## src/rtl/tage_update_ctrl_if.sv

```systemverilog
// Bundle between the TAGE selector/resolution logic and the training stage:
// prediction metadata in, resolution in, registered update commands out.
interface tage_update_ctrl_if #(
    parameter int N_COMPONENTS = 5,
    parameter int CTR_WIDTH    = 3,
    parameter int U_WIDTH      = 2,
    parameter int DEPTH        = 8
);
    localparam int IDX_W = $clog2(N_COMPONENTS);
    localparam int CNT_W = $clog2(DEPTH) + 1;

    logic                 pred_valid;
    logic                 pred_ready;
    logic [IDX_W-1:0]     pred_provider;
    logic [IDX_W-1:0]     pred_alternate;
    logic                 pred_taken;
    logic                 pred_alt_taken;
    logic [CTR_WIDTH-1:0] pred_ctr;
    logic [U_WIDTH-1:0]   pred_u;

    logic                 res_valid;
    logic                 res_taken;
    logic                 res_flush;

    logic                 upd_valid;
    logic [IDX_W-1:0]     upd_comp;
    logic [CTR_WIDTH-1:0] upd_ctr;
    logic                 upd_u_valid;
    logic [U_WIDTH-1:0]   upd_u;
    logic                 alloc_valid;
    logic [IDX_W-1:0]     alloc_start;
    logic                 u_decay;
    logic [CNT_W-1:0]     queue_count;

    modport master (
        output pred_valid, pred_provider, pred_alternate, pred_taken,
               pred_alt_taken, pred_ctr, pred_u,
               res_valid, res_taken, res_flush,
        input  pred_ready, upd_valid, upd_comp, upd_ctr, upd_u_valid, upd_u,
               alloc_valid, alloc_start, u_decay, queue_count
    );

    modport slave (
        input  pred_valid, pred_provider, pred_alternate, pred_taken,
               pred_alt_taken, pred_ctr, pred_u,
               res_valid, res_taken, res_flush,
        output pred_ready, upd_valid, upd_comp, upd_ctr, upd_u_valid, upd_u,
               alloc_valid, alloc_start, u_decay, queue_count
    );
endinterface

```

## src/rtl/tage_update_ctrl.sv

```systemverilog
// TAGE training stage: in-order metadata queue popped on branch resolution,
// producing registered counter/useful/allocation/decay update commands.
module tage_update_ctrl #(
    parameter int N_COMPONENTS   = 5,
    parameter int CTR_WIDTH      = 3,
    parameter int U_WIDTH        = 2,
    parameter int DEPTH          = 8,
    parameter int U_RESET_PERIOD = 256
) (
    input  logic              clk,
    input  logic              rst,
    tage_update_ctrl_if.slave bus
);
    localparam int IDX_W = $clog2(N_COMPONENTS);
    localparam int PTR_W = $clog2(DEPTH);
    localparam int CNT_W = PTR_W + 1;
    localparam int DEC_W = $clog2(U_RESET_PERIOD);

    localparam logic [CTR_WIDTH-1:0] CTR_MAX  = '1;
    localparam logic [U_WIDTH-1:0]   U_MAX    = '1;
    localparam logic [IDX_W-1:0]     LAST_IDX = IDX_W'(N_COMPONENTS - 1);
    localparam logic [DEC_W-1:0]     DEC_LAST = DEC_W'(U_RESET_PERIOD - 1);

    typedef struct packed {
        logic [IDX_W-1:0]     provider;
        logic                 taken;
        logic                 alt_taken;
        logic [CTR_WIDTH-1:0] ctr;
        logic [U_WIDTH-1:0]   u;
    } meta_t;

    meta_t                mem_q [DEPTH];
    logic [PTR_W-1:0]     head_q, tail_q;
    logic [CNT_W-1:0]     count_q;
    logic [DEC_W-1:0]     decay_q;

    logic                 upd_valid_q, upd_u_valid_q, alloc_valid_q, u_decay_q;
    logic [IDX_W-1:0]     upd_comp_q, alloc_start_q;
    logic [CTR_WIDTH-1:0] upd_ctr_q;
    logic [U_WIDTH-1:0]   upd_u_q;

    logic                 upd_u_valid_d, alloc_valid_d, u_decay_d;
    logic [IDX_W-1:0]     upd_comp_d, alloc_start_d;
    logic [CTR_WIDTH-1:0] upd_ctr_d;
    logic [U_WIDTH-1:0]   upd_u_d;
    logic [DEC_W-1:0]     decay_d;

    logic  full, push, pop;
    meta_t head, in_entry;

    assign full = (count_q == CNT_W'(DEPTH));
    assign push = bus.pred_valid && !full;
    assign pop  = bus.res_valid && (count_q != '0);
    assign head = mem_q[head_q];

    assign in_entry = '{provider:  bus.pred_provider,
                        taken:     bus.pred_taken,
                        alt_taken: bus.pred_alt_taken,
                        ctr:       bus.pred_ctr,
                        u:         bus.pred_u};

    // A push coinciding with a flush belongs to the squashed path, so it is not stored.
    always_ff @(posedge clk) begin
        if (push && !bus.res_flush) begin
            mem_q[tail_q] <= in_entry;
        end
    end

    always_comb begin
        upd_comp_d    = '0;
        upd_ctr_d     = '0;
        upd_u_valid_d = 1'b0;
        upd_u_d       = '0;
        alloc_valid_d = 1'b0;
        alloc_start_d = '0;
        u_decay_d     = 1'b0;
        decay_d       = decay_q;
        if (pop) begin
            upd_comp_d = head.provider;
            if (bus.res_taken) begin
                upd_ctr_d = (head.ctr == CTR_MAX) ? head.ctr : head.ctr + CTR_WIDTH'(1);
            end else begin
                upd_ctr_d = (head.ctr == '0) ? head.ctr : head.ctr - CTR_WIDTH'(1);
            end
            // Usefulness only moves when provider and alternate disagreed.
            upd_u_valid_d = (head.provider != '0) && (head.taken != head.alt_taken);
            if (upd_u_valid_d) begin
                if (head.taken == bus.res_taken) begin
                    upd_u_d = (head.u == U_MAX) ? head.u : head.u + U_WIDTH'(1);
                end else begin
                    upd_u_d = (head.u == '0) ? head.u : head.u - U_WIDTH'(1);
                end
            end
            alloc_valid_d = (head.taken != bus.res_taken) && (head.provider < LAST_IDX);
            if (alloc_valid_d) begin
                alloc_start_d = head.provider + IDX_W'(1);
            end
            u_decay_d = (decay_q == DEC_LAST);
            decay_d   = u_decay_d ? '0 : decay_q + DEC_W'(1);
        end
    end

    always_ff @(posedge clk or posedge rst) begin
        if (rst) begin
            head_q        <= '0;
            tail_q        <= '0;
            count_q       <= '0;
            decay_q       <= '0;
            upd_valid_q   <= 1'b0;
            upd_comp_q    <= '0;
            upd_ctr_q     <= '0;
            upd_u_valid_q <= 1'b0;
            upd_u_q       <= '0;
            alloc_valid_q <= 1'b0;
            alloc_start_q <= '0;
            u_decay_q     <= 1'b0;
        end else begin
            if (bus.res_flush) begin
                head_q  <= '0;
                tail_q  <= '0;
                count_q <= '0;
            end else begin
                if (push) tail_q <= tail_q + PTR_W'(1);
                if (pop)  head_q <= head_q + PTR_W'(1);
                count_q <= count_q + CNT_W'(push) - CNT_W'(pop);
            end
            decay_q       <= decay_d;
            upd_valid_q   <= pop;
            upd_comp_q    <= upd_comp_d;
            upd_ctr_q     <= upd_ctr_d;
            upd_u_valid_q <= upd_u_valid_d;
            upd_u_q       <= upd_u_d;
            alloc_valid_q <= alloc_valid_d;
            alloc_start_q <= alloc_start_d;
            u_decay_q     <= u_decay_d;
        end
    end

    assign bus.pred_ready  = !full;
    assign bus.queue_count = count_q;
    assign bus.upd_valid   = upd_valid_q;
    assign bus.upd_comp    = upd_comp_q;
    assign bus.upd_ctr     = upd_ctr_q;
    assign bus.upd_u_valid = upd_u_valid_q;
    assign bus.upd_u       = upd_u_q;
    assign bus.alloc_valid = alloc_valid_q;
    assign bus.alloc_start = alloc_start_q;
    assign bus.u_decay     = u_decay_q;
endmodule

```

## src/flat_wrapper.sv

```systemverilog
// flat-port wrapper written by rule: the top's interface ports become plain ports
module tage_update_ctrl_flat 
#(
    parameter int N_COMPONENTS   = 5,
    parameter int CTR_WIDTH      = 3,
    parameter int U_WIDTH        = 2,
    parameter int DEPTH          = 8,
    parameter int U_RESET_PERIOD = 256
)
  (clk, rst, bus_pred_valid, bus_pred_provider, bus_pred_alternate, bus_pred_taken, bus_pred_alt_taken, bus_pred_ctr, bus_pred_u, bus_res_valid, bus_res_taken, bus_res_flush, bus_pred_ready, bus_upd_valid, bus_upd_comp, bus_upd_ctr, bus_upd_u_valid, bus_upd_u, bus_alloc_valid, bus_alloc_start, bus_u_decay, bus_queue_count);
  tage_update_ctrl_if #(.N_COMPONENTS(N_COMPONENTS), .CTR_WIDTH(CTR_WIDTH), .U_WIDTH(U_WIDTH), .DEPTH(DEPTH)) bus_i ();
  input  logic clk;
  input  logic rst;
  input wire logic [$bits(bus_i.pred_valid)-1:0] bus_pred_valid;
  input wire logic [$bits(bus_i.pred_provider)-1:0] bus_pred_provider;
  input wire logic [$bits(bus_i.pred_alternate)-1:0] bus_pred_alternate;
  input wire logic [$bits(bus_i.pred_taken)-1:0] bus_pred_taken;
  input wire logic [$bits(bus_i.pred_alt_taken)-1:0] bus_pred_alt_taken;
  input wire logic [$bits(bus_i.pred_ctr)-1:0] bus_pred_ctr;
  input wire logic [$bits(bus_i.pred_u)-1:0] bus_pred_u;
  input wire logic [$bits(bus_i.res_valid)-1:0] bus_res_valid;
  input wire logic [$bits(bus_i.res_taken)-1:0] bus_res_taken;
  input wire logic [$bits(bus_i.res_flush)-1:0] bus_res_flush;
  output wire logic [$bits(bus_i.pred_ready)-1:0] bus_pred_ready;
  output wire logic [$bits(bus_i.upd_valid)-1:0] bus_upd_valid;
  output wire logic [$bits(bus_i.upd_comp)-1:0] bus_upd_comp;
  output wire logic [$bits(bus_i.upd_ctr)-1:0] bus_upd_ctr;
  output wire logic [$bits(bus_i.upd_u_valid)-1:0] bus_upd_u_valid;
  output wire logic [$bits(bus_i.upd_u)-1:0] bus_upd_u;
  output wire logic [$bits(bus_i.alloc_valid)-1:0] bus_alloc_valid;
  output wire logic [$bits(bus_i.alloc_start)-1:0] bus_alloc_start;
  output wire logic [$bits(bus_i.u_decay)-1:0] bus_u_decay;
  output wire logic [$bits(bus_i.queue_count)-1:0] bus_queue_count;
  assign bus_i.pred_valid = bus_pred_valid;
  assign bus_i.pred_provider = bus_pred_provider;
  assign bus_i.pred_alternate = bus_pred_alternate;
  assign bus_i.pred_taken = bus_pred_taken;
  assign bus_i.pred_alt_taken = bus_pred_alt_taken;
  assign bus_i.pred_ctr = bus_pred_ctr;
  assign bus_i.pred_u = bus_pred_u;
  assign bus_i.res_valid = bus_res_valid;
  assign bus_i.res_taken = bus_res_taken;
  assign bus_i.res_flush = bus_res_flush;
  assign bus_pred_ready = bus_i.pred_ready;
  assign bus_upd_valid = bus_i.upd_valid;
  assign bus_upd_comp = bus_i.upd_comp;
  assign bus_upd_ctr = bus_i.upd_ctr;
  assign bus_upd_u_valid = bus_i.upd_u_valid;
  assign bus_upd_u = bus_i.upd_u;
  assign bus_alloc_valid = bus_i.alloc_valid;
  assign bus_alloc_start = bus_i.alloc_start;
  assign bus_u_decay = bus_i.u_decay;
  assign bus_queue_count = bus_i.queue_count;
  tage_update_ctrl #(.N_COMPONENTS(N_COMPONENTS), .CTR_WIDTH(CTR_WIDTH), .U_WIDTH(U_WIDTH), .DEPTH(DEPTH), .U_RESET_PERIOD(U_RESET_PERIOD)) u_core (.clk(clk), .rst(rst), .bus(bus_i));
endmodule
```

## config.mk

```make
export PLATFORM = sky130hd
export DESIGN_NAME = tage_update_ctrl_flat
export DESIGN_NICKNAME = d
export VERILOG_FILES = /design/src/rtl/tage_update_ctrl_if.sv /design/src/rtl/tage_update_ctrl.sv /design/src/flat_wrapper.sv
export SDC_FILE = /design/constraint.sdc
export NUM_CORES = 1
export LEC_CHECK = 0
export BUFFER_PORTS_ARGS = -buffer_cell sky130_fd_sc_hd__buf_2
export CAP_MARGIN = 25
export CORE_MARGIN = 2
export CORE_UTILIZATION = 40
export CTS_CLUSTER_DIAMETER = 200
export DETAILED_ROUTE_END_ITERATION = 12
export GPL_TIMING_DRIVEN = 0
export PLACE_DENSITY_LB_ADDON = 0.25
export SLEW_MARGIN = 0
export SYNTH_ARGS = -nofsm -noshare
export SYNTH_HDL_FRONTEND = slang
export SYNTH_SLANG_ARGS = --single-unit
```

## constraint.sdc

```tcl
create_clock -name clk -period 7.2 [get_ports clk]
set_input_delay 1.08 -clock clk [delete_from_list [all_inputs] [get_ports clk]]
set_output_delay 1.08 -clock clk [all_outputs]
set_load 0.1 [all_outputs]
```

==> metrics.json <==
{
  "result_of_the_run": {"value": "finished clean"},
  "place_inst": {"value": 471},
  "detailedRoute.firstPassIterationCount": {"value": 4},
  "slew_viol_final": {"value": 0},
  "floorplan.die_area": {"value": 12800, "unit": "um2"},
  "worstSkewPairLatency": {"value": 0.41, "unit": "ns"},
  "yosys.cell_count.top_type": {"value": "sky130_fd_sc_hd__edfxtp_1"},
  "global_placement_routability_congestion": {"value": 0.728},
  "global_route.overflow_total": {"value": 0},
  "fin_crit": {"value": 2.89, "unit": "ns"},
  "p_total": {"value": 0.00243, "unit": "W"},
  "synthTopCellsByCount": {"value": "80 x sky130_fd_sc_hd__edfxtp_1, 33 x sky130_fd_sc_hd__dfrtp_1, 25 x sky130_fd_sc_hd__nor2_1"},
  "netlist.top_cell.by_area": {"value": "sky130_fd_sc_hd__edfxtp_1"},
  "holdBufCountCts": {"value": 0},
  "slew-limit-headroom": {"value": 0.545},
  "rows": {"value": 39},
  "post_cts_resize_count": {"value": 0},
  "grtUsageTotal": {"value": 0.146},
  "core_area": {"value": 11600, "unit": "um2"},
  "cts_setup_buffers": {"value": 0},
  "p_leak": {"value": 2.31, "unit": "nW"},
  "synth_area_per_cell": {"value": 16.7, "unit": "um2"},
  "library_cells_used_by_synthesis": {"value": 39},
  "grt_antenna_before_repair": {"value": 0},
  "clock-root-buffer": {"value": "sky130_fd_sc_hd__clkbuf_16"},
  "synth_enable_flop_cells": {"value": 80},
  "synthCells": {"value": 287},
  "die_y": {"value": 113, "unit": "um"},
  "cts_max_path_buffers": {"value": 2},
  "synth.yosys.warnings": {"value": 0},
  "io_buffers": {"value": 34},
  "clock_sinks": {"value": 113},
  "cts_tree": {"value": "done"},
  "pin_count_of_the_biggest_net_entering_global_routing": {"value": 23},
  "end_kind": {"value": "register"},
  "remaining_drc_errors": {"value": 0},
  "synth.area.top_cells": {"value": "sky130_fd_sc_hd__edfxtp_1 50%, sky130_fd_sc_hd__dfrtp_1 17%, sky130_fd_sc_hd__mux4_1 9.3%, sky130_fd_sc_hd__ha_1 3.9%, sky130_fd_sc_hd__nor2_1 2.0%"},
  "yosys_register_bits": {"value": 113},
  "route.antenna.remaining_nets": {"value": 0},
  "fp.dieW": {"value": 113, "unit": "um"},
  "worst_ep_required_time": {"value": 7.31, "unit": "ns"},
  "proportion_of_synthesized_flip_flops_having_asynchronous_set_or_reset": {"value": 0.292},
  "crit_path_max_fanout": {"value": 6},
  "post-dp-hpwl": {"value": 5.77, "unit": "mm"},
  "vias_per_cell": {"value": 4.90},
  "fmax": {"value": 346, "unit": "MHz"},
  "wl_per_cell": {"value": 16.6, "unit": "um"},
  "n_fill_cell": {"value": 968},
  "power_density": {"value": 412, "unit": "nW/um2"},
  "nets_finish": {"value": 384},
  "setup_repair_after_global_routing_missed_its_margin": {"value": "false"},
  "post-synth-top-area-fraction": {"value": 0.502},
  "synth.yosys.seq_area_share": {"value": 0.675},
  "cap_viol_max_count": {"value": 0},
  "num_antenna_cells": {"value": 0},
  "finalSetupViolCount": {"value": 0},
  "layout-drive-gt1-share": {"value": 0.254},
  "critical_path_class": {"value": "in -> reg"},
  "cts_inserted_buffers": {"value": 17},
  "sequential_area": {"value": 3230, "unit": "um2"},
  "worstMarginPinSlew": {"value": 0.679, "unit": "ns"},
  "layout-area-overhead-vs-synth": {"value": 23.0, "unit": "%"},
  "hp-class": {"value": "reg -> reg"},
  "fin_worst_skew": {"value": 0.00862, "unit": "ns"},
  "drt_iter0_drc": {"value": 123},
  "clkSlewWorstSetupHoldPaths": {"value": 0.05, "unit": "ns"},
  "vias_in_the_first_global_route": {"value": 2485},
  "routed_wirelength": {"value": 8.37, "unit": "mm"},
  "ios": {"value": 39},
  "dominantRegCellSynth": {"value": "sky130_fd_sc_hd__edfxtp_1"},
  "arrival_time_at_the_worst_endpoint": {"value": 3.00, "unit": "ns"},
  "num_vias": {"value": 2477},
  "hold_violations": {"value": 0},
  "finalSetupTns": {"value": 0, "unit": "ns"},
  "wire_length_of_the_first_global_routing_pass": {"value": 13.6, "unit": "mm"},
  "synthesis.nets": {"value": 322},
  "ir_worst_vdd": {"value": 262, "unit": "uV"},
  "critPathLaunchType": {"value": "primary input"},
  "multi_input_area": {"value": 1460, "unit": "um2"},
  "initial_core_util": {"value": 0.414},
  "ctsHtreeMaxLevel": {"value": 4},
  "synthesis.area": {"value": 4780, "unit": "um2"},
  "period_share": {"value": 0.401},
  "non_filler_cells_final": {"value": 505}
}
## power by group
part	leakage [nW]	total, W	internal, W	switching, W
sequential	1.16	0.000804	0.000769	0.0000359
combinational	0.846	0.000745	0.000232	0.000513
clock	0.306	0.000877	0.000582	0.000295
total	2.31	0.00243	0.00158	0.000844
## sequential cells by signal, indices dropped and copies added, names as in the netlist
name and cells:
u_core.bus.alloc_start 3, u_core.bus.alloc_valid 1, u_core.bus.queue_count 4, u_core.bus.u_decay 1, u_core.bus.upd_comp 3, u_core.bus.upd_ctr 3, u_core.bus.upd_u 2, u_core.bus.upd_u_valid 1
u_core.bus.upd_valid 1, u_core.decay_q 8, u_core.head_q 3, u_core.mem_q 80, u_core.tail_q 3
## worst max-delay path, cell delays in order
cell,delay (ns)
sky130_fd_sc_hd__buf_2,0.08
sky130_fd_sc_hd__a21boi_1,0.51
sky130_fd_sc_hd__or3b_2,0.56
sky130_fd_sc_hd__nor2_1,0.50
sky130_fd_sc_hd__buf_4,0.27
## layer usage
layer / GRT usage / routed length (um) / vias up
met5: 0 / 0 / -
met4: 0.0610 / 99 / 0
met3: 0.0498 / 428 / 12
met2: 0.218 / 3910 / 63
met1: 0.196 / 3930 / 1200
li1: - / - / 1202
## placed cells by master, fill, tap and decap left out, types with 2 or more instances in the layout
cell type	n
sky130_fd_sc_hd__buf_6	8
sky130_fd_sc_hd__nand2b_1	3
sky130_fd_sc_hd__mux4_2	3
sky130_fd_sc_hd__edfxtp_1	80
sky130_fd_sc_hd__o21ai_0	5
sky130_fd_sc_hd__nand3b_1	2
sky130_fd_sc_hd__mux2i_1	8
sky130_fd_sc_hd__bufinv_16	4
sky130_fd_sc_hd__clkbuf_16	17
sky130_fd_sc_hd__and2_1	6
sky130_fd_sc_hd__a21oi_1	5
sky130_fd_sc_hd__nor2_1	25
sky130_fd_sc_hd__nor2b_1	3
sky130_fd_sc_hd__inv_6	4
sky130_fd_sc_hd__mux4_1	17
sky130_fd_sc_hd__dfrtp_1	33
sky130_fd_sc_hd__buf_2	37
sky130_fd_sc_hd__buf_4	2
sky130_fd_sc_hd__nor3_2	2
sky130_fd_sc_hd__xor2_1	5
sky130_fd_sc_hd__clkbuf_1	4
sky130_fd_sc_hd__nand3_1	4
sky130_fd_sc_hd__ha_1	15
sky130_fd_sc_hd__clkinv_4	4
sky130_fd_sc_hd__a21boi_1	2
sky130_fd_sc_hd__nand2_1	18
sky130_fd_sc_hd__inv_1	14
sky130_fd_sc_hd__xnor2_1	8
sky130_fd_sc_hd__nand4_1	4
## path summary, 6_finish.rpt
check	from	endpoint	slack, ns	cells past startpoint
worst max-delay path	bus_pred_valid	u_core.mem_q[6][9]	4.31	5
worst min-delay path	u_core.decay_q[6]	u_core.decay_q[6]	0.46	1
worst max register to register	u_core.head_q[1]	u_core.bus.upd_ctr[1]	4.36	9
worst min register to register	u_core.decay_q[6]	u_core.decay_q[6]	0.46	1
max in group asynchronous	rst	u_core.bus.upd_comp[1]	5.99	3
min in group asynchronous	rst	u_core.bus.queue_count[2]	0.72	2
## stage by stage
step	setup slack, ns	hold slack [ns]	area [um2]	utilization
after CTS	4.18	0.474	5870	0.508
final	4.31	0.465	5880	0.509
after floorplan	3.86	0.434	4780	-
after detailed placement	3.74	0.466	5240	0.453
after global routing	4.12	0.506	5880	0.509
after global placement	3.03	0.449	5130	0.444
## cell type report
cell class	count	area share
sequential	113	0.549
multi-input combinational	150	0.248
clock buffer	17	0.0723
timing repair buffer	43	0.0476
clock inverter	15	0.0351
tap	143	0.0304
buffer	10	0.00957
inverter	14	0.00893
## cell families (layout without fill, tap and decap cells)
logic type	Yosys count	count (layout)	synth area share
DFF	113	113	0.675
muxes	31	31	0.134
adders and majority gates	16	16	0.0434
buffers and inverters	24	99	0.0228
and+or+nand+nor	72	72	0.0725
xor gates and xnor gates	14	14	0.0272
AOI/OAI and AO/OA	17	17	0.0248
Note: power is estimated with default switching activity, not from simulation.
